`config.mk`:
```
export PLATFORM = sky130hd
export DESIGN_NAME = mux7_13_collector
export DESIGN_NICKNAME = d
export VERILOG_FILES = /design/src/rtl/lane_pkg.sv /design/src/rtl/rr_arbiter7.sv /design/src/rtl/mux7_13_collector.sv
export SDC_FILE = /design/constraint.sdc
export NUM_CORES = 1
export LEC_CHECK = 0
export BUFFER_PORTS_ARGS = -buffer_cell sky130_fd_sc_hd__clkbuf_2
export CAP_MARGIN = 40
export CORE_ASPECT_RATIO = 0.7
export CORE_UTILIZATION = 39
export DETAILED_ROUTE_END_ITERATION = 8
export GPL_ROUTABILITY_DRIVEN = 0
export HOLD_SLACK_MARGIN = 0.12
export PLACE_DENSITY_LB_ADDON = 0.05
export SETUP_SLACK_MARGIN = 0.3
export SYNTH_ARGS = -nofsm -noshare
export SYNTH_HDL_FRONTEND = slang
export SYNTH_SLANG_ARGS = --single-unit
```
`constraint.sdc`:
```
create_clock -name clk -period 5.2 [get_ports clk]
set_input_delay 0.52 -clock clk [delete_from_list [all_inputs] [get_ports clk]]
set_output_delay 0.52 -clock clk [all_outputs]
set_load 0.005 [all_outputs]
```
`src/rtl/lane_pkg.sv`:
```
// rtl/lane_pkg.sv - shared lane constants, types and bit-reverse helper
package lane_pkg;
  localparam int WIDTH = 13;
  localparam int LANES = 7;
  localparam int SELW  = 3;
  localparam int CNTW  = 16;

  typedef logic [SELW-1:0] lane_idx_t;

  typedef enum logic {
    EMPTY = 1'b0,
    FULL  = 1'b1
  } out_state_t;

  // Lane words travel with bit k carrying original bit WIDTH-1-k.
  function automatic logic [WIDTH-1:0] bitrev13(input logic [WIDTH-1:0] d);
    logic [WIDTH-1:0] r;
    for (int k = 0; k < WIDTH; k++) begin
      r[k] = d[WIDTH-1-k];
    end
    return r;
  endfunction
endpackage

```
`src/rtl/rr_arbiter7.sv`:
```
// rtl/rr_arbiter7.sv - 7-way round-robin arbiter, scan starts at ptr
module rr_arbiter7
  import lane_pkg::*;
(
  input  logic [LANES-1:0] req,
  input  lane_idx_t        ptr,
  input  logic             en,
  output logic [LANES-1:0] gnt,
  output lane_idx_t        gnt_idx,
  output logic             any
);
  always_comb begin
    lane_idx_t start;
    lane_idx_t cand;
    logic      found;
    // An out-of-range pointer (upset) restarts the scan at lane 0.
    start   = (ptr >= lane_idx_t'(LANES)) ? '0 : ptr;
    found   = 1'b0;
    cand    = '0;
    gnt_idx = '0;
    for (int off = 0; off < LANES; off++) begin
      if (int'(start) + off >= LANES) begin
        cand = lane_idx_t'(int'(start) + off - LANES);
      end else begin
        cand = lane_idx_t'(int'(start) + off);
      end
      if (!found && req[cand]) begin
        found   = 1'b1;
        gnt_idx = cand;
      end
    end
    any = |req;
    gnt = '0;
    if (en && any) begin
      gnt[gnt_idx] = 1'b1;
    end
  end
endmodule

```
`src/rtl/mux7_13_collector.sv`:
```
// rtl/mux7_13_collector.sv - collects 7 bit-reversed lanes onto one 13-bit stream
module mux7_13_collector
  import lane_pkg::*;
(
  input  logic                   clk,
  input  logic                   rst_n,
  input  logic [LANES*WIDTH-1:0] in_data,
  input  logic [LANES-1:0]       in_valid,
  output logic [LANES-1:0]       in_ready,
  output logic [WIDTH-1:0]       out_data,
  output logic [SELW-1:0]        out_sel,
  output logic                   out_valid,
  input  logic                   out_ready,
  output logic [CNTW-1:0]        xfer_cnt
);
  out_state_t       state;
  lane_idx_t        rr_ptr;
  lane_idx_t        gnt_idx;
  logic             any;
  logic             can_accept;
  logic             accept;
  logic [WIDTH-1:0] sel_word;

  assign out_valid  = (state == FULL);
  assign can_accept = !out_valid || out_ready;
  assign accept     = can_accept && any && rst_n;

  // Grant is masked while reset is held so no lane sees a handshake.
  rr_arbiter7 u_arb (
    .req     (in_valid),
    .ptr     (rr_ptr),
    .en      (can_accept && rst_n),
    .gnt     (in_ready),
    .gnt_idx (gnt_idx),
    .any     (any)
  );

  always_comb begin
    sel_word = '0;
    for (int i = 0; i < LANES; i++) begin
      if (gnt_idx == lane_idx_t'(i)) begin
        sel_word = in_data[i*WIDTH +: WIDTH];
      end
    end
  end

  always_ff @(posedge clk or negedge rst_n) begin
    if (!rst_n) begin
      state    <= EMPTY;
      out_data <= '0;
      out_sel  <= '0;
      rr_ptr   <= '0;
      xfer_cnt <= '0;
    end else begin
      case (state)
        EMPTY: begin
          if (accept) begin
            state <= FULL;
          end
        end
        FULL: begin
          if (out_ready && !accept) begin
            state <= EMPTY;
          end
        end
        default: state <= EMPTY;
      endcase
      if (accept) begin
        out_data <= bitrev13(sel_word);
        out_sel  <= gnt_idx;
        rr_ptr   <= (gnt_idx == lane_idx_t'(LANES-1)) ? '0 : gnt_idx + 3'd1;
        xfer_cnt <= xfer_cnt + 1'b1;
      end
    end
  end
endmodule

```
==> results of run 1 <==
-- flip-flops by register name, summed over array words and instances (netlist names) --
register and count:
xfer_cnt 16, out_data 13, out_valid 1, out_sel 3
rr_ptr 3
-- worst max-delay path, cell delays in order, from the launching register on --
cell	delay, ns
sky130_fd_sc_hd__dfrtp_2	0.43
sky130_fd_sc_hd__ha_2	0.20
sky130_fd_sc_hd__nand2b_2	0.20
sky130_fd_sc_hd__nor2_4	0.16
sky130_fd_sc_hd__inv_2	0.10
sky130_fd_sc_hd__ha_2	0.21
sky130_fd_sc_hd__and3b_1	0.21
sky130_fd_sc_hd__a21oi_1	0.27
sky130_fd_sc_hd__a21oi_1	0.11
sky130_fd_sc_hd__nor4_1	0.33
sky130_fd_sc_hd__buf_4	0.20
sky130_fd_sc_hd__a2111oi_1	0.06
sky130_fd_sc_hd__o32ai_1	0.42
sky130_fd_sc_hd__a22oi_1	0.17
sky130_fd_sc_hd__a21o_1	0.22
sky130_fd_sc_hd__buf_4	0.19
sky130_fd_sc_hd__nor4_4	0.30
sky130_fd_sc_hd__buf_2	0.17
-- cell families (layout without fill, tap and decap cells) --
group	count (synthesis)	count (layout)	synth area share [%]
muxes	37	37	9.88
adders and majority gates	12	12	3.74
buffers and inverters	55	229	6.08
AOI/OAI and AO/OA	187	187	31.4
xor gates and xnor gates	19	19	3.94
and+or+nand+nor	188	188	23.6
DFF	36	36	21.4
-- routing by layer --
metal  vias to the layer above  share of wire [%]  global-route usage, %
li1                       2363                  -                      -
met1                      2372                 45                   41.2
met2                       303                 41                   38.3
met3                        24                 12                   9.04
met4                         0                1.2                   6.68
met5                         -                  0                      0
-- stage by stage --
| stage | cell area (um^2) | setup slack, ns | instances | utilization (%) | setup TNS [ns] |
|---|---|---|---|---|---|
| finish | 5870 | 0.449 | 840 | 56.3 | 0 |
| global route | 5870 | 0.287 | 840 | 56.3 | 0 |
| CTS | 5590 | 0.301 | 826 | 53.6 | 0 |
| detailed placement | 5260 | 0.00939 | 812 | 50.4 | 0 |
| global placement | 5240 | -0.103 | 810 | 50.2 | -0.398 |
| floorplan | 4220 | 0.315 | 534 | - | 0 |
-- repair_timing --
item                                   in CTS  in global routing
setup endpoints to repair                  18                 20
setup buffers                               5                 13
gates cloned                                0                  1
pin swaps                                   3                 15
gates resized for setup                    15                 42
endpoints found under the hold margin       6                  0
hold buffers                                1                  0
-- final timing paths --
path	start	to	slack [ns]	cells past startpoint
setup reg to reg	rr_ptr[0]	out_data[0]	0.55	19
setup / recovery	rr_ptr[0]	in_ready[6]	0.45	17
hold reg to reg	xfer_cnt[15]	xfer_cnt[15]	0.47	1
hold / removal	xfer_cnt[15]	xfer_cnt[15]	0.47	1
max in group asynchronous	rst_n	rr_ptr[0]	4.15	3
min in group asynchronous	rst_n	xfer_cnt[10]	0.62	2
-- layout make-up --
class | count | share of cell area (%)
clock buffer | 5 | 2.13
clock inverter | 3 | 1.53
inverter | 16 | 1.02
multi-input combinational | 443 | 55.4
sequential | 36 | 15.4
tap | 132 | 2.81
timing repair buffer | 205 | 21.7
-- cell usage after synthesis (all sizes together) (13+ instances only) --
cell type,number
o21ai,48
nand3,14
nand2,50
dfrtp,36
xnor2,14
a21oi,34
mux2,27
clkbuf,18
inv,16
a221oi,13
buf,21
o22ai,13
nor2,43
a211oi,13
==> metrics.json, run 1 <==
{
  "multi_input_area": {"value": 0.00325, "unit": "mm^2"},
  "finalClockSkew": {"value": 0.00345, "unit": "ns"},
  "drt_pass1_iterations": {"value": 6},
  "synth_top_cells_by_area": {"value": "sky130_fd_sc_hd__dfrtp_1 21%, sky130_fd_sc_hd__mux2_2 6.9%, sky130_fd_sc_hd__nand2_1 4.4%, sky130_fd_sc_hd__o21ai_0 4.2%, sky130_fd_sc_hd__a21oi_1 3.9%"},
  "finalWorstPathRequiredPeriod": {"value": 4.75, "unit": "ns"},
  "timing.critical_path.fanout_max": {"value": 11},
  "core": {"value": 0.0104, "unit": "mm^2"},
  "detail_route.vias_per_cell": {"value": 6.03},
  "remaining_drc_errors": {"value": 0},
  "run_status": {"value": "completed"},
  "worst_ep_arrival_time": {"value": 4.23, "unit": "ns"},
  "dp.final_hpwl": {"value": 12000, "unit": "um"},
  "insertion_delay": {"value": 0.28, "unit": "ns"},
  "worstSetupEndpointType": {"value": "primary output"},
  "std_cell_rows": {"value": 31},
  "tritoncts": {"value": "built"},
  "grt_pass1_vias": {"value": 4487},
  "path_class": {"value": "reg -> out"},
  "initial_utilization": {"value": 40.4, "unit": "%"},
  "cts_htree_levels": {"value": 2},
  "synthesis.area": {"value": 0.00422, "unit": "mm^2"},
  "synth_seq_area_share": {"value": 21.4, "unit": "%"},
  "timing.hold.worst.class": {"value": "reg -> reg"},
  "routedWlPerCell": {"value": 19.1, "unit": "um"},
  "worst-slew-pin-transition": {"value": 0.721, "unit": "ns"},
  "layout.nets": {"value": 820},
  "asyncSetResetFlopFracSynth": {"value": 100, "unit": "%"},
  "tritoncts_buffers": {"value": 5},
  "mostFrequentLayoutCell": {"value": "sky130_fd_sc_hd__clkbuf_2"},
  "clock_tree.root_cell": {"value": "sky130_fd_sc_hd__clkbuf_16"},
  "hold_viol_final": {"value": 0},
  "fmaxAchievable": {"value": 0.210, "unit": "GHz"},
  "synth_top_cell_by_area": {"value": "sky130_fd_sc_hd__dfrtp_1"},
  "route.vias.total": {"value": 5062},
  "leading_cell_types_in_the_layout_fill_and_taps_excluded": {"value": "138 x sky130_fd_sc_hd__clkbuf_2, 54 x sky130_fd_sc_hd__buf_4, 46 x sky130_fd_sc_hd__nand2_1, 42 x sky130_fd_sc_hd__nor2_1, 34 x sky130_fd_sc_hd__dfrtp_1"},
  "initial_antenna_violation_count": {"value": 0},
  "antenna_diode_count": {"value": 0},
  "grt_start_max_net_pins": {"value": 37},
  "drive_gt1_share": {"value": 42.9, "unit": "%"},
  "gr-total-overflow": {"value": 0},
  "timing.slew.headroom": {"value": 51.9, "unit": "%"},
  "die-width": {"value": 126, "unit": "um"},
  "dieArea": {"value": 0.0112, "unit": "mm^2"},
  "drt_wl_total": {"value": 16000, "unit": "um"},
  "area_growth_from_synthesis_to_final_layout": {"value": 39.1, "unit": "%"},
  "layout_worst_path_cycle_share": {"value": 91.4, "unit": "%"},
  "clkTransAtPathRegs": {"value": 0.06, "unit": "ns"},
  "main_flop_type_after_synthesis": {"value": "sky130_fd_sc_hd__dfrtp_1"},
  "die-height": {"value": 89.0, "unit": "um"},
  "synthesis.instances": {"value": 534},
  "setup.worst_path.start_class": {"value": "register"},
  "synth.net_count": {"value": 647},
  "synth.lib_cells_used.distinct": {"value": 84},
  "rsz0062_at_grt": {"value": "true"},
  "initialDrtViolationCount": {"value": 547},
  "floorplan.io_pins": {"value": 141},
  "synth_seq_cells": {"value": 36},
  "fin_hold_ws": {"value": 0.472, "unit": "ns"},
  "yosys.area.top_type_share": {"value": 21.4, "unit": "%"},
  "antenna_violating_nets_post_route": {"value": 0},
  "ys_warn_count": {"value": 0},
  "cap_viol_max_count": {"value": 0},
  "synthesis.area_per_instance": {"value": 7.90, "unit": "um^2"},
  "register_area": {"value": 903, "unit": "um^2"},
  "cts_max_path_buffers": {"value": 2},
  "worstPathRequired": {"value": 4.68, "unit": "ns"},
  "setup_viol": {"value": 0},
  "layout_filler_cell_count": {"value": 981},
  "io_buffers": {"value": 140},
  "cts.sink_count": {"value": 36},
  "first_pass_grt_wire_length": {"value": 24200, "unit": "um"},
  "groute.usage.overall": {"value": 27.8, "unit": "%"},
  "synth_edf_count": {"value": 0},
  "finalMaxSlewViolations": {"value": 0}
}
Power of run 1 is not shown: default switching activity piles up to over one toggle a cycle in this logic, so the estimate is an artifact.
==> inputs of run 2 (changes only) <==
--- a/config.mk
+++ b/config.mk
@@ -13,6 +13,7 @@
 export GPL_ROUTABILITY_DRIVEN = 0
 export HOLD_SLACK_MARGIN = 0.12
 export PLACE_DENSITY_LB_ADDON = 0.05
+export REMOVE_ABC_BUFFERS = 1
 export SETUP_SLACK_MARGIN = 0.3
 export SYNTH_ARGS = -nofsm -noshare
 export SYNTH_HDL_FRONTEND = slang
==> run 2 against run 1 <==
Register-to-register slack worse by 0.02 ns; utilization is 1.4 points lower; global-route usage is 0.61 points lower; die area is the same; critical endpoint unchanged; largest cell class unchanged.
==> metrics.json, run 2 (synthesis results as in run 1) <==
{
  "run_status": {"value": "completed"},
  "mostFrequentLayoutCell": {"value": "sky130_fd_sc_hd__clkbuf_2"},
  "regs_by_ff_count": {"value": "xfer_cnt (16), out_data (13)"},
  "worst_ep_arrival_time": {"value": 4.27, "unit": "ns"},
  "initial_antenna_violation_count": {"value": 0},
  "finalClockSkew": {"value": 0.00890, "unit": "ns"},
  "grt_busiest_layer": {"value": "met1"},
  "timing.critical_path.fanout_max": {"value": 7},
  "grt_pass1_vias": {"value": 4357},
  "routedWlPerCell": {"value": 19.1, "unit": "um"},
  "gr-total-overflow": {"value": 0},
  "worstPathRequired": {"value": 4.68, "unit": "ns"},
  "antenna_violating_nets_post_route": {"value": 0},
  "finalMaxSlewViolations": {"value": 0},
  "antenna_diode_count": {"value": 0},
  "cap_viol_max_count": {"value": 0},
  "grt_start_max_net_pins": {"value": 38},
  "insertion_delay": {"value": 0.29, "unit": "ns"},
  "timing.hold.worst.class": {"value": "in -> async"},
  "grt.met3_usage": {"value": 8.14, "unit": "%"},
  "hold_viol_final": {"value": 0},
  "met1_resource_use_gr": {"value": 40.3, "unit": "%"},
  "timing.slew.headroom": {"value": 56.2, "unit": "%"},
  "r2r_cells": {"value": 22},
  "floorplan.io_pins": {"value": 141},
  "setup_viol": {"value": 0},
  "route.vias.total": {"value": 4970},
  "initial_utilization": {"value": 40.4, "unit": "%"},
  "detail_route.vias_per_cell": {"value": 5.96},
  "leading_cell_types_in_the_layout_fill_and_taps_excluded": {"value": "138 x sky130_fd_sc_hd__clkbuf_2, 50 x sky130_fd_sc_hd__buf_4, 46 x sky130_fd_sc_hd__nand2_1, 41 x sky130_fd_sc_hd__nor2_1, 36 x sky130_fd_sc_hd__dfrtp_1"},
  "io_buffers": {"value": 140},
  "dieArea": {"value": 0.0112, "unit": "mm^2"},
  "final_cell_count_no_fill": {"value": 834},
  "final_design_area_no_fill": {"value": 0.00573, "unit": "mm^2"},
  "worst-slew-pin-transition": {"value": 0.656, "unit": "ns"},
  "clock_tree.root_cell": {"value": "sky130_fd_sc_hd__clkbuf_16"},
  "groute.usage.overall": {"value": 27.2, "unit": "%"},
  "drive_gt1_share": {"value": 41.0, "unit": "%"},
  "worst_reg2reg_setup_slack": {"value": 0.53, "unit": "ns"},
  "std_cell_rows": {"value": 31},
  "cts_htree_levels": {"value": 2},
  "remaining_drc_errors": {"value": 0},
  "tritoncts": {"value": "built"},
  "cts.sink_count": {"value": 36},
  "path_class": {"value": "reg -> out"},
  "layout.nets": {"value": 814},
  "dp.final_hpwl": {"value": 11800, "unit": "um"},
  "drt_wl_total": {"value": 15900, "unit": "um"},
  "clkTransAtPathRegs": {"value": 0.05, "unit": "ns"},
  "largest-register": {"value": "xfer_cnt"},
  "worstSetupEndpointType": {"value": "primary output"},
  "placed_area": {"value": 0.00521, "unit": "mm^2"},
  "die-width": {"value": 126, "unit": "um"},
  "layout_worst_path_cycle_share": {"value": 92.1, "unit": "%"},
  "tritoncts_buffers": {"value": 5},
  "cts_max_path_buffers": {"value": 2},
  "globalRouteMet2Util": {"value": 38.8, "unit": "%"},
  "die-height": {"value": 89.0, "unit": "um"},
  "finalWorstPathRequiredPeriod": {"value": 4.79, "unit": "ns"},
  "setup.worst_path.start_class": {"value": "register"},
  "initialDrtViolationCount": {"value": 420},
  "rsz0062_at_grt": {"value": "false"},
  "first_pass_grt_wire_length": {"value": 23600, "unit": "um"},
  "layout_filler_cell_count": {"value": 990},
  "placedCellCount": {"value": 807},
  "largest_reg_flops": {"value": 16},
  "area_growth_from_synthesis_to_final_layout": {"value": 35.7, "unit": "%"},
  "drt_pass1_iterations": {"value": 5},
  "core": {"value": 0.0104, "unit": "mm^2"},
  "fmaxAchievable": {"value": 0.209, "unit": "GHz"}
}
[run 2: what timing repair did]
action,CTS,global route
pin swaps,3,19
resized for setup,13,47
buffers inserted,2,17
hold buffers,0,0
hold endpoints to repair,0,0
setup endpoints to repair,19,20
[run 2: worst paths after layout]
check	start	to
max in group asynchronous	rst_n	out_sel[1]
hold reg to reg	xfer_cnt[15]	xfer_cnt[15]
setup / recovery	rr_ptr[1]	in_ready[6]
hold / removal	rst_n	xfer_cnt[15]
min in group clk	xfer_cnt[15]	xfer_cnt[15]
setup reg to reg	rr_ptr[1]	out_data[5]
[run 2: layer usage]
layer  wire [um]  share of wire, %  up-vias
met3        1640                10       14
met4         130              0.82        0
met5           0                 0        -
met2        6690                42      244
met1        7440                47     2374
li1            -                 -     2338
[run 2: critical path: stages, from the launching register on]
cell and delay, ns:
sky130_fd_sc_hd__dfrtp_1 0.39, sky130_fd_sc_hd__ha_2 0.21, sky130_fd_sc_hd__buf_8 0.13, sky130_fd_sc_hd__o21ai_4 0.13, sky130_fd_sc_hd__nand2_2 0.09, sky130_fd_sc_hd__buf_6 0.15
sky130_fd_sc_hd__ha_1 0.17, sky130_fd_sc_hd__a21boi_1 0.43, sky130_fd_sc_hd__nand3_1 0.13, sky130_fd_sc_hd__o21ai_0 0.15, sky130_fd_sc_hd__mux4_2 0.56, sky130_fd_sc_hd__a21o_1 0.23
sky130_fd_sc_hd__o21a_1 0.18, sky130_fd_sc_hd__o21ai_1 0.16, sky130_fd_sc_hd__a32o_2 0.19, sky130_fd_sc_hd__inv_2 0.05, sky130_fd_sc_hd__buf_4 0.14, sky130_fd_sc_hd__nor4_4 0.31
sky130_fd_sc_hd__buf_2 0.18
[run 2: metrics by stage]
| stage | setup WS (ns) | TNS, ns | utilization (%) | hold WS [ns] |
|---|---|---|---|---|
| floorplan | -0.838 | -9.86 | - | 0.224 |
| global placement | 0.135 | 0 | 50.0 | 0.461 |
| detailed placement | 0.0158 | 0 | 50.0 | 0.469 |
| CTS | 0.229 | 0 | 52.1 | 0.307 |
| global route | 0.254 | 0 | 54.9 | 0.324 |
| finish | 0.411 | 0 | 54.9 | 0.283 |
[run 2: final cells by class]
cell class	instances	area (um^2)	share of cell area (%)
clock buffers	7	143	2.49
clock inverters	1	7.51	0.131
inverters	16	62.6	1.09
multi-input cells	443	3250	56.7
flip-flops and latches	36	901	15.7
well taps	132	165	2.88
repair buffers	199	1200	20.9
Power of run 2 is left out for the same reason.
